File: src/rtl/leitor_registradores.sv
// Register-file dump unit: snapshots the PC, then walks every register through a spare
// combinational read port and streams the values over a valid/ready handshake.
module leitor_registradores #(
  parameter int unsigned NUM_REGS  = 32,
  parameter int unsigned LARGURA   = 32,
  parameter bit          INCLUI_PC = 1'b1
) (
  input  logic                        clock,
  input  logic                        reset,
  input  logic                        inicia,
  input  logic [LARGURA-1:0]          endereco_pc,
  output logic [$clog2(NUM_REGS)-1:0] endereco_leitura,
  input  logic [LARGURA-1:0]          dado_leitura,
  output logic                        saida_valida,
  input  logic                        saida_pronta,
  output logic [LARGURA-1:0]          saida_dado,
  output logic [$clog2(NUM_REGS)-1:0] saida_indice,
  output logic                        saida_eh_pc,
  output logic                        ocupado,
  output logic                        concluido
);

  localparam int unsigned IW = $clog2(NUM_REGS);

  typedef enum logic [1:0] {StOcioso, StLe, StEnvia, StFim} estado_t;

  estado_t         estado;
  logic [IW-1:0]   idx;
  logic [IW-1:0]   endereco_q;
  logic            le_na_partida;

  // Without the PC beat the start cycle doubles as the read of register 0, which keeps the
  // first register beat in the cycle right after the start.
  assign le_na_partida    = (estado == StOcioso) && inicia && !INCLUI_PC;
  assign endereco_leitura = le_na_partida ? '0 : endereco_q;
  assign ocupado          = (estado != StOcioso);

  always_ff @(posedge clock) begin
    if (reset) begin
      estado       <= StOcioso;
      idx          <= '0;
      endereco_q   <= '0;
      saida_valida <= 1'b0;
      saida_dado   <= '0;
      saida_indice <= '0;
      saida_eh_pc  <= 1'b0;
      concluido    <= 1'b0;
    end else begin
      concluido <= 1'b0;
      unique case (estado)
        StOcioso: begin
          if (inicia) begin
            idx          <= '0;
            saida_indice <= '0;
            saida_valida <= 1'b1;
            estado       <= StEnvia;
            if (INCLUI_PC) begin
              saida_dado  <= endereco_pc;
              saida_eh_pc <= 1'b1;
            end else begin
              endereco_q  <= '0;
              saida_dado  <= dado_leitura;
              saida_eh_pc <= 1'b0;
            end
          end
        end
        StLe: begin
          saida_dado   <= dado_leitura;
          saida_indice <= idx;
          saida_eh_pc  <= 1'b0;
          saida_valida <= 1'b1;
          estado       <= StEnvia;
        end
        StEnvia: begin
          if (saida_pronta) begin
            saida_valida <= 1'b0;
            if (saida_eh_pc) begin
              idx        <= '0;
              endereco_q <= '0;
              estado     <= StLe;
            end else if (idx == IW'(NUM_REGS - 1)) begin
              concluido <= 1'b1;
              estado    <= StFim;
            end else begin
              idx        <= idx + 1'b1;
              endereco_q <= idx + 1'b1;
              estado     <= StLe;
            end
          end
        end
        StFim: begin
          estado <= StOcioso;
        end
        default: estado <= StOcioso;
      endcase
    end
  end

endmodule
File: config.mk
export PLATFORM = sky130hd
export DESIGN_NAME = leitor_registradores
export DESIGN_NICKNAME = d
export VERILOG_FILES = /design/src/rtl/leitor_registradores.sv
export SDC_FILE = /design/constraint.sdc
export NUM_CORES = 1
export LEC_CHECK = 0
export BUFFER_PORTS_ARGS = -buffer_cell sky130_fd_sc_hd__buf_4
export CORE_MARGIN = 2
export CORE_UTILIZATION = 23
export CTS_CLUSTER_SIZE = 24
export DETAILED_ROUTE_END_ITERATION = 8
export GPL_ROUTABILITY_DRIVEN = 0
export HOLD_SLACK_MARGIN = 0.08
export SLEW_MARGIN = 20
export SYNTH_ARGS = -nofsm -noshare
export SYNTH_HDL_FRONTEND = slang
export SYNTH_SLANG_ARGS = --single-unit
File: constraint.sdc
create_clock -name clock -period 6.3 [get_ports clock]
set_clock_uncertainty 0.2 [all_clocks]
set_input_delay 1.89 -clock clock [delete_from_list [all_inputs] [get_ports clock]]
set_output_delay 1.89 -clock clock [all_outputs]
set_load 0.005 [all_outputs]
# After elaboration in Yosys (flattened, before gate mapping)
# Index checks and enable logic that the tools add are counted.
# word_totals
ff_bits,52
output_inout_bits,46
# classes
n_bitwise,2
reduce_logical,11
addsub,1
eq_ne,8
n_mux,18
# op_table
op,n
$pmux W32 S2,1
$mux W32,1
$mux W5,4
$pmux W5 S2,2
$mux W2,4
$pmux W2 S4,1
$ne A2 B2 Y1 const B,3
$reduce_and A3 Y1,2
$reduce_bool A2 Y1,3
$add A5 B1 Y5 const B,1
$eq A5 B5 Y1 const B,1
$eq A2 B2 Y1 const B,2
$reduce_and A2 Y1,2
$reduce_and A4 Y1,1
$reduce_or A4 Y1,1
$mux W1,3
$ne A3 B3 Y1 const B,1
$pmux W1 S3,1
$reduce_bool A3 Y1,1
$eq A2 B1 Y1 const B,1
$logic_not A2 Y1,1
$not A1 Y1,2
$pmux W1 S2,1

# Longest topological paths before layout
# Gate-level depths: netlist of run 1.
# logic_depth
word_depth,5
mapped_depth,6

# Least setup slack after synthesis of run 1
# OpenSTA, ideal clock, no wires.
# synth_timing
kind,input-to-reg
start,input port inicia
end,register saida_dado[0]
path_slack_ns,3.319
setup_ns,0.086
path_buffers,3
t_required_ns,6.014
t_arrival_ns,2.696
stages,5
cell_sequence,buf_2 o21ba_1 buf_2 clkbuf_1 a211oi_1
# synth_between
elab_chain_len,2
# synth_rtl
item,line_no,source
from (decl),10,"input logic inicia,"
$ne A2 B2 Y1 (no line),n/a,
$reduce_and A2 Y1 (no line),n/a,
to (signal assigned),58,saida_dado <= endereco_pc;
to (signal assigned),62,saida_dado <= dado_leitura;
to (signal assigned),68,saida_dado <= dado_leitura;
to (decl),16,"output logic [LARGURA-1:0] saida_dado,"
# No other way between the ends.
# A chain may end at the register's enable or synchronous reset.

# Final worst setup path of run 1
# layout_timing
start,register estado[0]
end,output port ocupado
# layout_between
elab_chain_len,1
# layout_rtl
item,line_no,source
from (decl),27,estado_t estado;
from (signal assigned),40,estado <= StOcioso;
from (signal assigned),56,estado <= StEnvia;
from (signal assigned),72,estado <= StEnvia;
$reduce_bool A2 Y1,36,assign ocupado = (estado != StOcioso);
to (decl),19,"output logic ocupado,"
# No other way between the ends.

==> key figures, run 1 <==
Outcome
  – Status: complete, no violations

Synthesis
  – Yosys warnings: 0
  – Synthesized area: 2310 sq um
  – Register area share after synthesis: 0.450
  – Synth area leader: dfxtp_1
  – Ys async rst share: 0
  – Syn_nets: 309
  – Most frequent cell after synthesis: dfxtp_1
  – Synth unique cells: 39
  – Synthesized netlist cell count: 239
  – Share of the synthesized area in the top cell type: 0.450
  – Synth area leaders: dfxtp_1 45%, mux2i_1 13%, a211oi_1 9.1%
  – Seq cells post-synth: 52
  – Top post-synthesis cells by count: 52 x dfxtp_1, 36 x nor2_1, 30 x mux2i_1, 28 x a211oi_1, 12 x a21oi_1
  – Synth Area per Inst: 9.68 sq um
  – Primary FF master, synth: dfxtp_1
  – Number of synthesized flops with an enable pin: 0

Floorplanning
  – Initial Util: 0.237
  – Full die area: 10,900 sq um
  – Die Wd: 104 microns
  – Core ar.: 9770 sq um
  – Cell Rows: 36
  – Io pins: 114
  – Die Span Y: 104 microns

STA
  – Crit path time final: 3.42 ns
  – Final setup fails: 0
  – Final setup margin: 2.88 ns
  – RSZ-0062 raised after global routing: no
  – Final period utilization: 0.543
  – Max Slew Vio Count: 0
  – Setup_tns: 0 ns
  – FMAX: 0.293 GHz
  – Final Hold Vio Count: 0
  – Slew HR: 0.550
  – Actual slew at the worst max-slew pin: 0.675 ns

Clock tree
  – Total CTS buffers: 5
  – Clk sinks: 52
  – Worst-Skew Late Latency: 0.31 ns
  – Clk root buf: clkbuf_8
  – Hold Buf Count CTS: 0
  – H-tree Lvls: 2
  – Clock transition at path regs: 0.10 ns
  – CTS tree: done
  – Post-CTS resize count: 0
  – Max clock buf depth: 2
  – Setup bufs post-CTS: 0

Hold path
  – HP Class: register to register

Cells and area
  – Layout cells sized above 1: 0.371
  – P&R area growth vs syn: 44.6%
  – Antenna Cells: 0
  – Post-route cell area: 3340 sq um
  – Final nets: 409
  – Fin cells: 473

Critical path
  – CP arrival: 1.33 ns
  – Type of element capturing the critical path: output port
  – Buf+Inv Stages, Crit Path: 1
  – Worst path slowest cell: dfxtp_1
  – Critical path class: register to output port
  – CP peak stage delay: 0.72 ns
  – Worst setup SP type: register
  – Crit path max-delay family: flip-flops
  – Crit path max fanout: 17
  – Critical Path RT: 4.21 ns
  – CP cell instances: or2_1 -> buf_4

Placement
  – Inst Count DP: 465
  – I/O Buffers: 113
  – HPWL Detailed: 4370 microns
  – Pre-CTS WS: 2.69 ns
  – Placed Area: 3210 sq um

Drt
  – Vias after detailed routing: 2,094
  – Iter 0 DRT Violations: 80
  – ANT nets after route: 0
  – Routed WL per cell: 12.7 microns
  – Post-Route WL: 6000 microns
  – Vias per cell: 4.43
  – Detailed-router iteration count before antenna repair: 4
  – # DRC: 0

Global route
  – Overall Global Routing Usage: 0.112
  – Pin count of the biggest net entering global routing: 61
  – Vias in the first global route: 2,067
  – First-pass GRT wire length: 10,100 microns
  – GR Overflow Total: 0
  – Initial antenna violation count: 0

Power
  – Sw Pwr: 182 uW
  – Logic pwr share: 0.177
  – Switch share: 0.243
  – Clock power frac: 0.334
  – Pleak: 0.00140 uW
  – Peak VDD IR: 0.103 mV
  – Power Dens Cells: 224 nW/um^2
  – Seq pwr share: 0.489
  – Int Power: 567 uW

Flow run
  – # Max-Cap Violations: 0
[cells by family (layout without fill, tap and decap cells)]
family,Yosys count,in the layout,synth area share
xor+xnor,2,2,0.00757
simple gates,62,62,0.142
mux,30,30,0.130
compound gates,66,66,0.198
flops,52,52,0.450
buf+inv,25,126,0.0622
fa+ha+maj,2,2,0.0108
[power groups by stage]
stage	logic, uW	registers (uW)	clock network [uW]
floorplan	61.7	372	0
global placement	133	373	0
detailed placement	135	373	0
CTS	136	366	261
global route	148	370	273
finish	133	366	250
[cell type report]
cell class | instances | area, sq um
well taps | 133 | 166
fillers | 1027 | 6430
clock buffers | 7 | 96.3
repair buffers | 114 | 856
flip-flops and latches | 52 | 1040
inverters | 4 | 15.0
multi-input cells | 162 | 1140
clock inverters | 1 | 30.0
[layer usage]
metal,vias to the layer above,track usage,routed length [microns]
met5,-,0,0
met4,0,0.0376,76
met3,6,0.0238,303
met2,62,0.192,3000
met1,949,0.138,2620
li1,1077,-,-
[worst paths after layout]
path                              end  slack [ns]  cells past startpoint                start
hold / removal    endereco_leitura[2]        0.29                      2  endereco_leitura[2]
hold reg to reg   endereco_leitura[2]        0.29                      2  endereco_leitura[2]
setup / recovery              ocupado        2.88                      2            estado[0]
setup reg to reg       saida_dado[30]        3.87                      4            estado[0]
[cells in the final DEF, fill, tap and decap left out, types with 2 or more instances in the layout]
cell type | netlist | layout
inv_1 | 3 | 3
a211o_1 | 2 | 2
o21ai_1 | 9 | 9
a22o_1 | 4 | 4
ha_1 | 2 | 2
nor3_1 | 5 | 5
or4_1 | 3 | 3
mux2i_1 | 30 | 30
a21oi_1 | 12 | 12
nor2_1 | 36 | 36
nand2b_1 | 5 | 5
nor4_1 | 2 | 2
buf_4 | 1 | 114
a211oi_1 | 28 | 28
dfxtp_1 | 52 | 52
a22oi_1 | 5 | 5
or4b_1 | 3 | 3
clkbuf_8 | 0 | 7
[worst reg2reg max path: stages, from the launching register on]
cell	delay (ns)
dfxtp_1	0.72
nor2b_4	0.60
buf_4	0.41
mux2i_1	0.26
a211oi_1	0.09
[state kept, by name, indices dropped and copies added, names as in the netlist]
| name | cells |
|---|---|
| estado | 2 |
| concluido | 1 |
| saida_dado | 32 |
| endereco_leitura | 5 |
| idx | 5 |
| saida_valida | 1 |
| saida_indice | 5 |
| saida_eh_pc | 1 |
[stage by stage]
stage          power [uW]  utilization  hold slack, ns
6_report              749        0.342           0.289
5_1_grt               792        0.342           0.319
4_1_cts               762        0.342           0.291
3_5_place_dp          509        0.329           0.275
3_3_place_gp          507        0.329           0.267
2_1_floorplan         433            -           0.271
Note: power is estimated with default switching activity, not from simulation.
==> inputs of run 2 (changes only) <==
==> constraint.sdc (replaced) <==
create_clock -name clock -period 3.4 [get_ports clock]
set_clock_uncertainty 0.2 [all_clocks]
set_input_delay 1.02 -clock clock [delete_from_list [all_inputs] [get_ports clock]]
set_output_delay 1.02 -clock clock [all_outputs]
set_load 0.005 [all_outputs]
==> key figures, run 2 (synthesis results as in run 1) <==
Critical path
  – CP arrival: 1.31 ns (-0.02 ns)
  – Buf+Inv Stages, Crit Path: 1 (unchanged)
  – Crit path max fanout: 17 (unchanged)
  – Worst setup SP type: register
  – CP cell instances: or2_1 -> buf_4
  – Critical path class: register to output port
  – Type of element capturing the critical path: output port
  – Worst r2r path cells: 6 (+2)
  – Crit path max-delay family: flip-flops
  – CP peak stage delay: 0.71 ns (about the same)
  – Worst path slowest cell: dfxtp_1
  – Critical Path RT: 2.18 ns (-2.03 ns)
  – Critical Path Stages: 2 (unchanged)
  – Flop2flop setup slack: 1.07 ns (-2.80 ns)

STA
  – FMAX: 0.395 GHz
  – Final setup fails: 0 (unchanged)
  – Max Slew Vio Count: 0 (unchanged)
  – Setup_tns: 0 ns (unchanged)
  – Hold_ws: 0.289 ns (-0.000167 ns)
  – Final period utilization: 0.744
  – Final Hold Vio Count: 0 (unchanged)
  – Actual slew at the worst max-slew pin: 0.595 ns (-0.0802 ns)
  – RSZ-0062 raised after global routing: no
  – Crit path time final: 2.53 ns
  – Slew HR: 0.603 (+0.0526)

Power
  – Switch share: 0.261 (+0.0187)
  – Clock power frac: 0.286 (-0.048)
  – Seq pwr share: 0.522 (+0.033)
  – Sw Pwr: 340 uW (+87%)
  – Peak VDD IR: 0.159 mV (+54%)
  – Design Power: 1300 uW (+74%)
  – Pleak: 0.00139 uW (-0.29%)
  – Int Power: 961 uW (+69%)
  – Logic pwr share: 0.192 (+0.015)
  – Power Dens Cells: 390 nW/um^2 (+74%)

Drt
  – DRT met1 WL: 2640 microns (+0.88%)
  – ANT nets after route: 0 (unchanged)
  – Vias after detailed routing: 2,120 (+1.2%)
  – # DRC: 0 (unchanged)
  – Met3 routed wirelength: 307 microns (+1.3%)
  – Iter 0 DRT Violations: 81 (+1.3%)
  – Routed WL per cell: 12.9 microns (+1.7%)
  – Vias per cell: 4.47 (+1.0%)
  – Wire length on met2: 3020 microns (+0.57%)
  – Post-Route WL: 6110 microns (+1.9%)
  – Top Layer Used: met4
  – Detailed-router iteration count before antenna repair: 4 (unchanged)

Floorplanning
  – Io pins: 114 (unchanged)
  – Full die area: 10,900 sq um (unchanged)
  – Core ar.: 9770 sq um (unchanged)
  – Cell Rows: 36 (unchanged)
  – Die Wd: 104 microns (unchanged)
  – Initial Util: 0.237 (unchanged)
  – Die Span Y: 104 microns (unchanged)

Clock tree
  – CTS tree: done
  – Clock transition at path regs: 0.10 ns (about the same)
  – Clk sinks: 52 (unchanged)
  – Post-CTS resize count: 0 (unchanged)
  – H-tree Lvls: 2 (unchanged)
  – Total CTS buffers: 5 (unchanged)
  – Worst-Skew Late Latency: 0.30 ns (about the same)
  – Clk root buf: clkbuf_8
  – Hold Buf Count CTS: 0 (unchanged)
  – Max clock buf depth: 2 (unchanged)
  – Setup bufs post-CTS: 0 (unchanged)

Global route
  – Vias in the first global route: 2,088 (+1.0%)
  – Pin count of the biggest net entering global routing: 61 (unchanged)
  – First-pass GRT wire length: 9890 microns (-2.3%)
  – GR Overflow Total: 0 (unchanged)
  – Overall Global Routing Usage: 0.110 (-0.00172)
  – Initial antenna violation count: 0 (unchanged)

Cells and area
  – Final core utilization: 0.342 (-0.000384)
  – Reg with most FFs: saida_dado
  – Antenna Cells: 0 (unchanged)
  – Max reg flops: 32 (unchanged)
  – Commonest cells after routing, fill and taps aside: 113 x buf_4, 52 x dfxtp_1, 36 x nor2_1
  – Most common cell after layout, fill and taps aside: buf_4
  – Final nets: 410 (+0.24%)
  – Layout cells sized above 1: 0.372 (+0.00185)
  – P&R area growth vs syn: 44.4%

Hold path
  – HP Class: register to register
  – Worst Hold Depth: 2 (unchanged)

Flow run
  – # Max-Cap Violations: 0 (unchanged)

Placement
  – I/O Buffers: 113 (unchanged)
  – HPWL Detailed: 4520 microns (+3.4%)

Outcome
  – Status: complete, no violations
==> run 2: per-layer routing <==
layer | GRT usage | vias to the layer above
met2 | 0.194 | 70
met4 | 0.0473 | 0
met1 | 0.128 | 959
li1 | - | 1080
met5 | 0 | -
met3 | 0.0226 | 11
==> run 2: power by group through the flow <==
stage               clock [uW]  sequential, uW  combinational, uW
global route               417             686                277
finish                     372             679                250
global placement             0             693                251
CTS                        398             680                255
floorplan                    0             688                114
detailed placement           0             693                255
==> run 2: path summary, 6_finish.rpt <==
| check | from | end |
|---|---|---|
| worst min register to register | endereco_leitura[1] | endereco_leitura[1] |
| worst max register to register | idx[0] | idx[4] |
| worst min-delay path | endereco_leitura[1] | endereco_leitura[1] |
| worst max-delay path | estado[0] | ocupado |
==> run 2: final cells by class <==
type,count,area [sq um]
fillers,1042,6430
clock inverters,2,13.8
well taps,133,166
clock buffers,6,82.6
multi-input cells,162,1130
flip-flops and latches,52,1040
inverters,4,15.0
repair buffers,115,888
==> run 2: worst reg2reg max path, delay by kind of cell, from the launching register on <==
kind | cells | cell delay, ns
compound gates | 2 | 0.50
fa+ha+maj | 2 | 0.55
flops | 1 | 0.42
simple gates | 2 | 0.61
==> run 2: through the flow <==
step | setup slack (ns) | std cells | cell area [sq um]
floorplan | 1.29 | 239 | 2310
global placement | 0.898 | 466 | 3240
detailed placement | 0.861 | 466 | 3240
CTS | 0.849 | 474 | 3340
global route | 0.724 | 474 | 3340
finish | 0.869 | 474 | 3340
